==> src/rtl/fwd_ctrl_pkg.sv <==
// Shared definitions for the forwarding/hazard controller: operand select
// encodings and the default register address width.
package fwd_ctrl_pkg;

  localparam int unsigned REG_AW = 2;

  typedef enum logic [1:0] {
    FWD_REG   = 2'b00,
    FWD_EXMEM = 2'b01,
    FWD_MEMWB = 2'b10
  } fwd_sel_e;

endpackage

==> src/rtl/fwd_cmp.sv <==
// Pure operand-select comparator: picks the newest live producer of src,
// skipping a load in MEM because its data is not ready until WB.
module fwd_cmp
  import fwd_ctrl_pkg::*;
#(
  parameter int unsigned AW = 2
) (
  input  logic [AW-1:0] src_i,
  input  logic          use_i,
  input  logic          mem_live_i,
  input  logic          mem_load_i,
  input  logic [AW-1:0] mem_rd_i,
  input  logic          wb_live_i,
  input  logic [AW-1:0] wb_rd_i,
  output fwd_sel_e      sel_o
);

  always_comb begin
    sel_o = FWD_REG;
    if (use_i) begin
      if (mem_live_i && !mem_load_i && (mem_rd_i == src_i)) begin
        sel_o = FWD_EXMEM;
      end else if (wb_live_i && (wb_rd_i == src_i)) begin
        sel_o = FWD_MEMWB;
      end
    end
  end

endmodule

==> src/rtl/fwd_ctrl.sv <==
// Forwarding/hazard controller: shadow EX/MEM/WB destination tags, operand
// forwarding selects, one-cycle load-use stall and a saturating stall counter.
module fwd_ctrl
  import fwd_ctrl_pkg::*;
#(
  parameter int unsigned REG_AW = 2,
  parameter int unsigned CNT_W  = 8
) (
  input  logic              clk,
  input  logic              rst,
  input  logic              id_valid,
  input  logic [REG_AW-1:0] id_rs,
  input  logic [REG_AW-1:0] id_rt,
  input  logic              id_use_rs,
  input  logic              id_use_rt,
  input  logic              id_we,
  input  logic [REG_AW-1:0] id_rd,
  input  logic              id_load,
  input  logic              flush,
  output logic [1:0]        fwd_a,
  output logic [1:0]        fwd_b,
  output logic              stall,
  output logic [CNT_W-1:0]  stall_cnt
);

  logic              ex_valid_q, ex_valid_d;
  logic              ex_we_q, ex_we_d;
  logic              ex_load_q, ex_load_d;
  logic [REG_AW-1:0] ex_rd_q, ex_rd_d;
  logic [REG_AW-1:0] ex_rs_q, ex_rs_d;
  logic [REG_AW-1:0] ex_rt_q, ex_rt_d;
  logic              ex_use_rs_q, ex_use_rs_d;
  logic              ex_use_rt_q, ex_use_rt_d;

  logic              mem_valid_q, mem_valid_d;
  logic              mem_we_q, mem_we_d;
  logic              mem_load_q, mem_load_d;
  logic [REG_AW-1:0] mem_rd_q, mem_rd_d;

  // WB never consults its load bit, so only valid/we/rd are kept there.
  logic              wb_valid_q, wb_valid_d;
  logic              wb_we_q, wb_we_d;
  logic [REG_AW-1:0] wb_rd_q, wb_rd_d;

  logic [CNT_W-1:0]  cnt_q, cnt_d;

  fwd_sel_e sel_a, sel_b;

  always_comb begin
    stall = id_valid && !flush && ex_valid_q && ex_we_q && ex_load_q &&
            ((id_use_rs && (id_rs == ex_rd_q)) ||
             (id_use_rt && (id_rt == ex_rd_q)));
  end

  always_comb begin
    ex_valid_d  = id_valid && !stall && !flush;
    ex_we_d     = id_we;
    ex_load_d   = id_load;
    ex_rd_d     = id_rd;
    ex_rs_d     = id_rs;
    ex_rt_d     = id_rt;
    ex_use_rs_d = id_use_rs;
    ex_use_rt_d = id_use_rt;

    mem_valid_d = ex_valid_q;
    mem_we_d    = ex_we_q;
    mem_load_d  = ex_load_q;
    mem_rd_d    = ex_rd_q;

    wb_valid_d  = mem_valid_q;
    wb_we_d     = mem_we_q;
    wb_rd_d     = mem_rd_q;

    cnt_d = cnt_q;
    if (stall && (cnt_q != '1)) begin
      cnt_d = cnt_q + 1'b1;
    end
  end

  always_ff @(posedge clk) begin
    if (rst) begin
      ex_valid_q  <= 1'b0;
      mem_valid_q <= 1'b0;
      wb_valid_q  <= 1'b0;
      cnt_q       <= '0;
    end else begin
      ex_valid_q  <= ex_valid_d;
      mem_valid_q <= mem_valid_d;
      wb_valid_q  <= wb_valid_d;
      cnt_q       <= cnt_d;
    end
  end

  // Payload fields are only meaningful alongside their valid bit.
  always_ff @(posedge clk) begin
    ex_we_q     <= ex_we_d;
    ex_load_q   <= ex_load_d;
    ex_rd_q     <= ex_rd_d;
    ex_rs_q     <= ex_rs_d;
    ex_rt_q     <= ex_rt_d;
    ex_use_rs_q <= ex_use_rs_d;
    ex_use_rt_q <= ex_use_rt_d;
    mem_we_q    <= mem_we_d;
    mem_load_q  <= mem_load_d;
    mem_rd_q    <= mem_rd_d;
    wb_we_q     <= wb_we_d;
    wb_rd_q     <= wb_rd_d;
  end

  // Selects depend only on stage registers, so they hold for the whole EX cycle.
  fwd_cmp #(.AW(REG_AW)) u_cmp_a (
    .src_i      (ex_rs_q),
    .use_i      (ex_valid_q && ex_use_rs_q),
    .mem_live_i (mem_valid_q && mem_we_q),
    .mem_load_i (mem_load_q),
    .mem_rd_i   (mem_rd_q),
    .wb_live_i  (wb_valid_q && wb_we_q),
    .wb_rd_i    (wb_rd_q),
    .sel_o      (sel_a)
  );

  fwd_cmp #(.AW(REG_AW)) u_cmp_b (
    .src_i      (ex_rt_q),
    .use_i      (ex_valid_q && ex_use_rt_q),
    .mem_live_i (mem_valid_q && mem_we_q),
    .mem_load_i (mem_load_q),
    .mem_rd_i   (mem_rd_q),
    .wb_live_i  (wb_valid_q && wb_we_q),
    .wb_rd_i    (wb_rd_q),
    .sel_o      (sel_b)
  );

  assign fwd_a     = sel_a;
  assign fwd_b     = sel_b;
  assign stall_cnt = cnt_q;

endmodule

==> config.mk <==
export PLATFORM = sky130hd
export DESIGN_NAME = fwd_ctrl
export DESIGN_NICKNAME = d
export VERILOG_FILES = /design/src/rtl/fwd_ctrl_pkg.sv /design/src/rtl/fwd_cmp.sv /design/src/rtl/fwd_ctrl.sv
export SDC_FILE = /design/constraint.sdc
export NUM_CORES = 1
export LEC_CHECK = 0
export ABC_CLOCK_PERIOD_IN_PS = 3200
export CAP_MARGIN = 0
export CORE_MARGIN = 8
export CORE_UTILIZATION = 50
export DETAILED_ROUTE_END_ITERATION = 6
export HOLD_SLACK_MARGIN = 0.06
export PLACE_DENSITY = 0.86
export SLEW_MARGIN = 30
export SYNTH_ARGS = -nofsm -noshare
export SYNTH_HDL_FRONTEND = slang
export SYNTH_SLANG_ARGS = --single-unit
==> constraint.sdc <==
create_clock -name clk -period 3.2 [get_ports clk]
set_input_delay 0.96 -clock clk [delete_from_list [all_inputs] [get_ports clk]]
set_output_delay 0.96 -clock clk [all_outputs]
set_load 0.05 [all_outputs]
# Yosys cells after proc, flatten, opt, wreduce, memory -nomap -nowiden
# Index checks and enable logic that the tools add are counted.
word_totals:
  reg_bits: 28
  output_inout_bits: 13
  inputBits: 14
  ram_bits: 0
  mem_count: 0
  rom_bits: 0
  latch_bits: 0
  wordCells: 53
op_classes:
  addsub: 1
  n_bitwise: 0
  muxes: 6
  n_lt_le_gt_ge: 0
  div: 0
  shifts: 0
  n_eq_ne: 7
  n_reduce_logical: 23
  multipliers: 0
op_table:
  columns: ["operator", "n"]
  rows:
  - ["logical AND 1 bit", 19]
  - ["equality test 2 bit", 6]
  - ["2-to-1 mux 2 bit", 6]
  - ["adder 8 x 1 -> 8 bit, second input constant", 1]
  - ["!= test 8 bit, second input constant", 1]
  - ["zero test 1 bit", 3]
  - ["logical OR 1 bit", 1]

# Longest topological paths before layout
# Gate-level depths: netlist (run 1).
logic_depth:
  ltp_word: 9
  depth_mapped: 6
  mapped_depth_nobuf: 5

# Hierarchy
# A second synthesis (run 1) with hierarchy kept.
hier_totals:
  hier_cells: 100
  area_unflattened_um2: 1058.5
modules_own_cells:
  columns: ["mod", "cells_per_inst", "seq_area_each_um2", "area_each_um2", "n_inst"]
  rows:
  - ["fwd_ctrl", 84, 560.5, 925.9, 1]
  - ["fwd_cmp", 8, 0.0, 66.3, 2]

# Least setup slack after synthesis (run 1)
# Ideal clock, no wire load.
synth_timing:
  path_type: "input-to-output"
  startpoint: "input port flush"
  endpoint: "output port stall"
  stages: 3
  path_slack_ns: -0.105
  path_buffers: 0
  t_required_ns: 2.240
  t_arrival_ns: 2.345
  path_cell_list: "nand2b_1 or2_2 a21oi_1"
synth_between:
  elab_chain_cells: 6
synth_rtl:
  columns: ["element", "line_no", "text"]
  rows:
  - ["start: declaration", "fwd_ctrl.sv:19", "input logic flush,"]
  - ["zero test 1 bit", "fwd_ctrl.sv:50", "stall = id_valid && !flush && ex_valid_q && ex_we_q && ex_load_q &&"]
  - ["logical AND 1 bit (5 in a row)", "fwd_ctrl.sv:50", null]
  - ["end: declaration", "fwd_ctrl.sv:22", "output logic stall,"]
# Every way passes these cells.

# Worst setup path after layout (run 1)
# Same ends and word-level chain as after synthesis.

==> key figures, run 1 <==
Routing
  – Routed wire length: about 2200 um
  – Via-to-Cell Ratio: 5.252
  – DRT iter0 DRCs: 21
  – Routed Antenna Nets: 0
  – Pre-antenna DRT Iters: 4
  – DRC: 0
  – Via count: 814
  – WL per Instance: 14.32 um

Critical path
  – Worst-path cell chain: clkdlybuf4s50_1 -> nand2b_1 -> or2_2 -> a21oi_2 -> buf_12
  – CP endpoint kind: primary output
  – Crit. Startpoint: flush
  – Crit path required time: 2240 ps
  – Slowest cell on the critical path: clkdlybuf4s50_1
  – Slowest cell delay on critical path: between 300 and 400 ps
  – Startpoint Class: input port
  – Kind of critical path: in -> out
  – Crit path DAT: 2170 ps
  – Reg-to-Reg Start: ex_rd_q[0]$_DFF_P_
  – Crit path max fanout: 2

Synth
  – Most common cell in the netlist: dfxtp_1
  – Yosys warns: 0
  – Top_reg_cell synth: dfxtp_1
  – Post-synthesis instance total: 99
  – Netlist area before placement: 1038 um^2
  – EDFF count, synth: 0
  – Ys async rst share: 0%
  – Most common library cells after synthesis: dfxtp_1 (28), xor2_1 (8), a21oi_1 (7), nand3_1 (6), nor3_1 (6)
  – Sequential share of the synthesized area: 53.98%
  – Post-synth cell types: 29
  – Synth area leaders: dfxtp_1 (54%), xor2_1 (6.7%), a21oi_1 (3.4%)
  – Syn_area_per_cell: 10.49 um^2
  – Top-area cell type share of the netlist area: between 50 and 60%
  – Post-synth top area cell: dfxtp_1
  – FF+latch count, synth: 28
  – Syn nets: 114

Global routing
  – Total Routing Usage GR: 13.37%
  – Total gr overflow: 0
  – GR met1 Demand/Resource: about 14%
  – Largest net degree at the start of global routing: 17
  – Global-route wire length before repair: 3670 um
  – Initial antenna violation count: 0
  – GRT met3 Usage: 3.340%
  – Grt peak-use layer: met2
  – Vias in the first global route: between 800 and 900
  – Grt met2 use: between 20 and 25%

Final layout
  – Final #Nets: approximately 140
  – Layout cells sized above 1: roughly a tenth
  – Post-route cell area: about 1400 um^2
  – Antenna cells: 0
  – Synth-to-Final Area Change: 34.70%

Placement
  – RD Place Congestion: around 0.76
  – Port buffer count: 26
  – DP Area: 1339 um^2
  – HPWL Detailed: 1709 um

Clock tree
  – PostCTS Resize Cnt: 0
  – Clock Tree Buf Depth: 2
  – Setup Fix Bufs, Post-CTS: 0
  – Num CTS Buffers: 3
  – Hold-fix buffers, CTS: 0
  – CTS tree: built
  – H-tree levels: 1
  – Clock sinks: 28
  – Clk slew on worst S/H paths: about 150 ps
  – Clock Tree Root: clkbuf_4
  – Later-pin clock latency in the skew report: 330 ps

STA
  – Final period util: 97.66%
  – TNS Setup: 0 ps
  – Highest clock rate: approximately 320 MHz
  – Least-Margin Pin Slew: 523.2 ps
  – Fin. Hold Viols: 0
  – Setup violations, final: 0
  – Min cycle time layout: roughly 3100 ps
  – RSZ-0062 raised after global routing: no
  – Final Slew Violations: 0
  – Fin Clk Skew: between 9 and 10 ps
  – Slew Limit Headroom: 65.01%

Die
  – Starting Density: 52.93%
  – Die H: between 60 and 70 um
  – Total core area: 1962 um^2
  – Total die area: ~3800 um^2
  – Die width: 61.58 um
  – Rows: 16
  – # IOs: 27

Power and ir drop
  – Pleak: 0.5536 nW
  – Total power: ~0.64 mW
  – P per Cell Area: 455.5 nW/um^2
  – Max VDD drop: 0.4000 mV

Outcome
  – Status: finished clean

Min path
  – Hold crit path type: reg -> reg
  – Hold Crit Start: ex_load_q$_DFF_P_

Flow run
  – Max-cap violations: 0
cell usage in the layout, fill, tap and decap left out, types with 3 or more instances in the layout:
cell type and n:
dfxtp_1 28, clkdlybuf4s50_1 22, nand3_1 6, clkbuf_4 3, a21oi_1 6, xnor2_1 4, nand4_1 3, nor2b_1 4
nor2_1 4, xor2_1 8, nor3_1 6, dlymetal6s2s_1 3
area by class of cell:
| class | count | area, um^2 |
|---|---|---|
| inverter | 1 | 3.754 |
| timing repair buffer | 27 | 285.3 |
| multi-input combinational | 68 | 462.9 |
| fill | 151 | 563.0 |
| sequential | 28 | 560.5 |
| clock inverter | 1 | 30.03 |
| clock buffer | 3 | 22.52 |
| tap | 27 | 33.78 |
per-stage QoR:
| step | std cells | hold slack (ps) | utilization, % | setup WS [ps] |
|---|---|---|---|---|
| 2_1_floorplan | 99 | 331.2 | - | 126.0 |
| 3_3_place_gp | 151 | 336.1 | 68.24 | 81.44 |
| 3_5_place_dp | 151 | 347.5 | 68.24 | 65.27 |
| 4_1_cts | 155 | 368.3 | 70.92 | 64.52 |
| 5_1_grt | 155 | 382.7 | 71.30 | 7.797 |
| 6_report | 155 | 359.3 | 71.30 | 74.73 |
flip-flops by register name, indices dropped and copies added, names as in the netlist, 2 cells and up:
register,cells
ex_rd_q,2
mem_rd_q,2
stall_cnt,8
wb_rd_q,2
ex_rt_q,2
ex_rs_q,2
report_power, final:
part,internal (mW),switching [mW]
clock,0.127,0.0995
combinational,0.0242,0.0158
sequential,0.361,0.00962
total,0.512,0.125
logic make-up after synthesis:
| kind of cell | Yosys count | share of synthesized area (%) |
|---|---|---|
| flip-flops | 28 | 53.98 |
| AO/OA/AOI/OAI | 13 | 8.313 |
| buffers and inverters | 3 | 1.806 |
| adder cells (fa/ha/maj) | 1 | 1.205 |
| multiplexers | 2 | 2.169 |
| AND/OR/NAND/NOR | 40 | 22.41 |
| XOR/XNOR | 12 | 10.12 |
final timing paths:
check / endpoint / slack [ps] / cells after the start
setup / recovery: stall / 70 / 5
hold / removal: mem_load_q$_DFF_P_ / 360 / 0
setup reg to reg: stall_cnt[5]$_SDFFE_PP0P_ / 1430 / 5
hold reg to reg: mem_load_q$_DFF_P_ / 360 / 0
critical path: cells and delay by family:
kind | cells | cell delay, ps
buffers and inverters | 2 | 540
AOI/OAI and AO/OA | 1 | 190
and+or+nand+nor | 2 | 470
per-layer routing:
layer,share of wire (%),vias up
li1,-,411
met1,42,376
met2,50,21
met3,4.1,6
met4,3.5,0
met5,0,-
(Power assumes the default switching activity.)
==> run 2, diff against run 1 <==
- CORE_MARGIN: 8 -> 5
==> run 2 against run 1 <==
Against the previous run:
- critical path depth unchanged
- largest power group unchanged
- core utilization up 0.38 points
- critical path type unchanged
- register-to-register slack is essentially flat
- sequential cell count unchanged
- global-route usage is 1.8 points higher
- non-clock buffer count is the same
==> key figures, run 2 (same netlist as run 1, synthesis figures left out) <==
Critical path
  – Reg2Reg Depth: 5 (unchanged)
  – Startpoint Class: input port
  – CP delay by family, top: buffers and inverters
  – Worst-path cell chain: clkdlybuf4s50_1 -> nand2b_1 -> or2_2 -> a21oi_4 -> buf_12
  – Crit path depth: 5 (unchanged)
  – Slowest cell delay on critical path: 380 ps (about the same)
  – Reg2Reg Capture Point: stall_cnt[2]$_SDFFE_PP0P_
  – Crit path max fanout: 3 (+1)
  – Slowest cell on the critical path: clkdlybuf4s50_1
  – Kind of critical path: in -> out
  – CP bufs+invs: 2 (unchanged)
  – Crit path required time: 2240 ps (about the same)
  – Reg-to-Reg Start: ex_valid_q$_SDFF_PP0_
  – Register-to-register setup slack: 1440 ps (about the same)
  – Crit. Startpoint: flush
  – Crit path DAT: 2150 ps (-20 ps)
  – Worst setup path endpoint: stall
  – CP endpoint kind: primary output

Outcome
  – Status: finished clean

STA
  – Setup violations, final: 0 (unchanged)
  – Slew Limit Headroom: 64.19% (-0.82 points)
  – Least-Margin Pin Slew: 536.2 ps (+13.04 ps)
  – Fin Clk Skew: 1.654 ps (-7.976 ps)
  – Highest clock rate: 321.6 MHz (+0.51%)
  – TNS Setup: 0 ps (unchanged)
  – Fin. Hold Viols: 0 (unchanged)
  – Final period util: 97.17% (-0.50 points)
  – RSZ-0062 raised after global routing: no
  – Final Slew Violations: 0 (unchanged)
  – Worst setup margin: 90.64 ps (+15.90 ps)
  – Min cycle time layout: 3109 ps (-15.90 ps)

Final layout
  – Final #Nets: 144 (unchanged)
  – Commonest non-fill, non-tap cell in the layout: dfxtp_1
  – Antenna cells: 0 (unchanged)
  – Synth-to-Final Area Change: 35.42%
  – Final Core Density: 71.68% (+0.38 points)
  – Most frequent cells in the layout: dfxtp_1 (28), clkdlybuf4s50_1 (22), xor2_1 (8)
  – Number of flip-flops in the largest register: 8 (unchanged)
  – Layout fillers: 158 (+4.6%)
  – Layout cells sized above 1: 9.375% (unchanged)

Die
  – Total core area: 1962 um^2 (unchanged)
  – Rows: 16 (unchanged)
  – Die H: 55.58 um (-9.7%)
  – # IOs: 27 (unchanged)
  – Total die area: 3089 um^2 (-19%)
  – Starting Density: 52.93% (unchanged)
  – Die width: 55.58 um (-9.7%)

Placement
  – HPWL Detailed: 1609 um (-5.9%)
  – Post-place setup slack: 48.57 ps (-16.69 ps)
  – Port buffer count: 26 (unchanged)
  – RD Place Congestion: 0.7505 (-0.62%)

Routing
  – Routed Antenna Nets: 0 (unchanged)
  – Via count: 796 (-2.2%)
  – DRC: 0 (unchanged)
  – Via-to-Cell Ratio: 5.135 (-2.2%)
  – WL per Instance: 13.37 um (-6.6%)
  – Routed wire length: 2073 um (-6.6%)
  – Pre-antenna DRT Iters: 3 (-1)
  – DRT iter0 DRCs: 10 (-52%)

Clock tree
  – PostCTS Resize Cnt: 0 (unchanged)
  – CTS tree: built
  – Clock Tree Buf Depth: 2 (unchanged)
  – Later-pin clock latency in the skew report: 320 ps (about the same)
  – Num CTS Buffers: 3 (unchanged)
  – Clock Tree Root: clkbuf_4
  – H-tree levels: 1 (unchanged)
  – Setup Fix Bufs, Post-CTS: 0 (unchanged)
  – Hold-fix buffers, CTS: 0 (unchanged)
  – Clock sinks: 28 (unchanged)
  – Clk slew on worst S/H paths: 140 ps (about the same)

Power and ir drop
  – Pleak: 0.5540 nW (about the same)
  – Max VDD drop: 0.4266 mV (+6.6%)
  – P per Cell Area: 453.6 nW/um^2 (-0.41%)
  – Total power: 0.6379 mW (+0.12%)

Global routing
  – Total gr overflow: 0 (unchanged)
  – Initial antenna violation count: 0 (unchanged)
  – Largest net degree at the start of global routing: 17 (unchanged)
  – Vias in the first global route: 869 (+0.35%)
  – Global-route wire length before repair: 3712 um (+1.1%)
  – Total Routing Usage GR: 15.14% (+1.8 points)

Min path
  – Hold crit path type: reg -> reg

Flow run
  – Max-cap violations: 0 (unchanged)
[run 2: cell count changes in the layout (fill, tap and decap cells not counted)]
cell | previous run | this run
a21oi_2 | 1 | 0
a21oi_4 | 0 | 1
[run 2: area by class of cell]
type                    count  area, um^2  area share [%]
clock buffers               3       22.52           1.601
clock inverters             1       30.03           2.135
inverters                   1       3.754          0.2669
multi-input cells          68       470.5           33.45
flip-flops and latches     28       560.5           39.86
well taps                  27       33.78           2.402
repair buffers             27       285.3           20.28
[run 2: how the worst min path moves through the flow]
stage / start / end / slack (ps) / cells after the start
floorplan: mem_we_q$_DFF_P_ / wb_we_q$_DFF_P_ / 330 / 0
global placement: ex_load_q$_DFF_P_ / mem_load_q$_DFF_P_ / 340 / 0
detailed placement: mem_we_q$_DFF_P_ / wb_we_q$_DFF_P_ / 340 / 0
CTS: mem_we_q$_DFF_P_ / wb_we_q$_DFF_P_ / 360 / 0
global route: mem_we_q$_DFF_P_ / wb_we_q$_DFF_P_ / 370 / 0
finish: mem_we_q$_DFF_P_ / wb_we_q$_DFF_P_ / 360 / 0
[run 2: report_power, final]
group | total [mW] | switching (mW) | leakage (nW) | internal, mW
sequential | 0.371 | 0.00922 | 0.232 | 0.361
combinational | 0.0411 | 0.0169 | 0.294 | 0.0243
clock | 0.226 | 0.0995 | 0.0279 | 0.127
[run 2: metrics by stage]
step	hold slack, ps	instance area [um^2]	instances
2_1_floorplan	331.2	1042	99
3_3_place_gp	337.3	1339	151
3_5_place_dp	341.2	1339	151
4_1_cts	364.0	1391	155
5_1_grt	374.0	1406	155
6_report	363.4	1406	155
[run 2: metal layers]
layer  global-route usage [%]  up-vias  part of all wire, %  wire length, um
met5                        0        -                    0                0
met4                    10.42        0                  2.8               59
met3                    2.552        4                  3.0               63
met1                    16.00      369                   44              908
li1                         -      407                    -                -
met2                    27.03       16                   50             1042
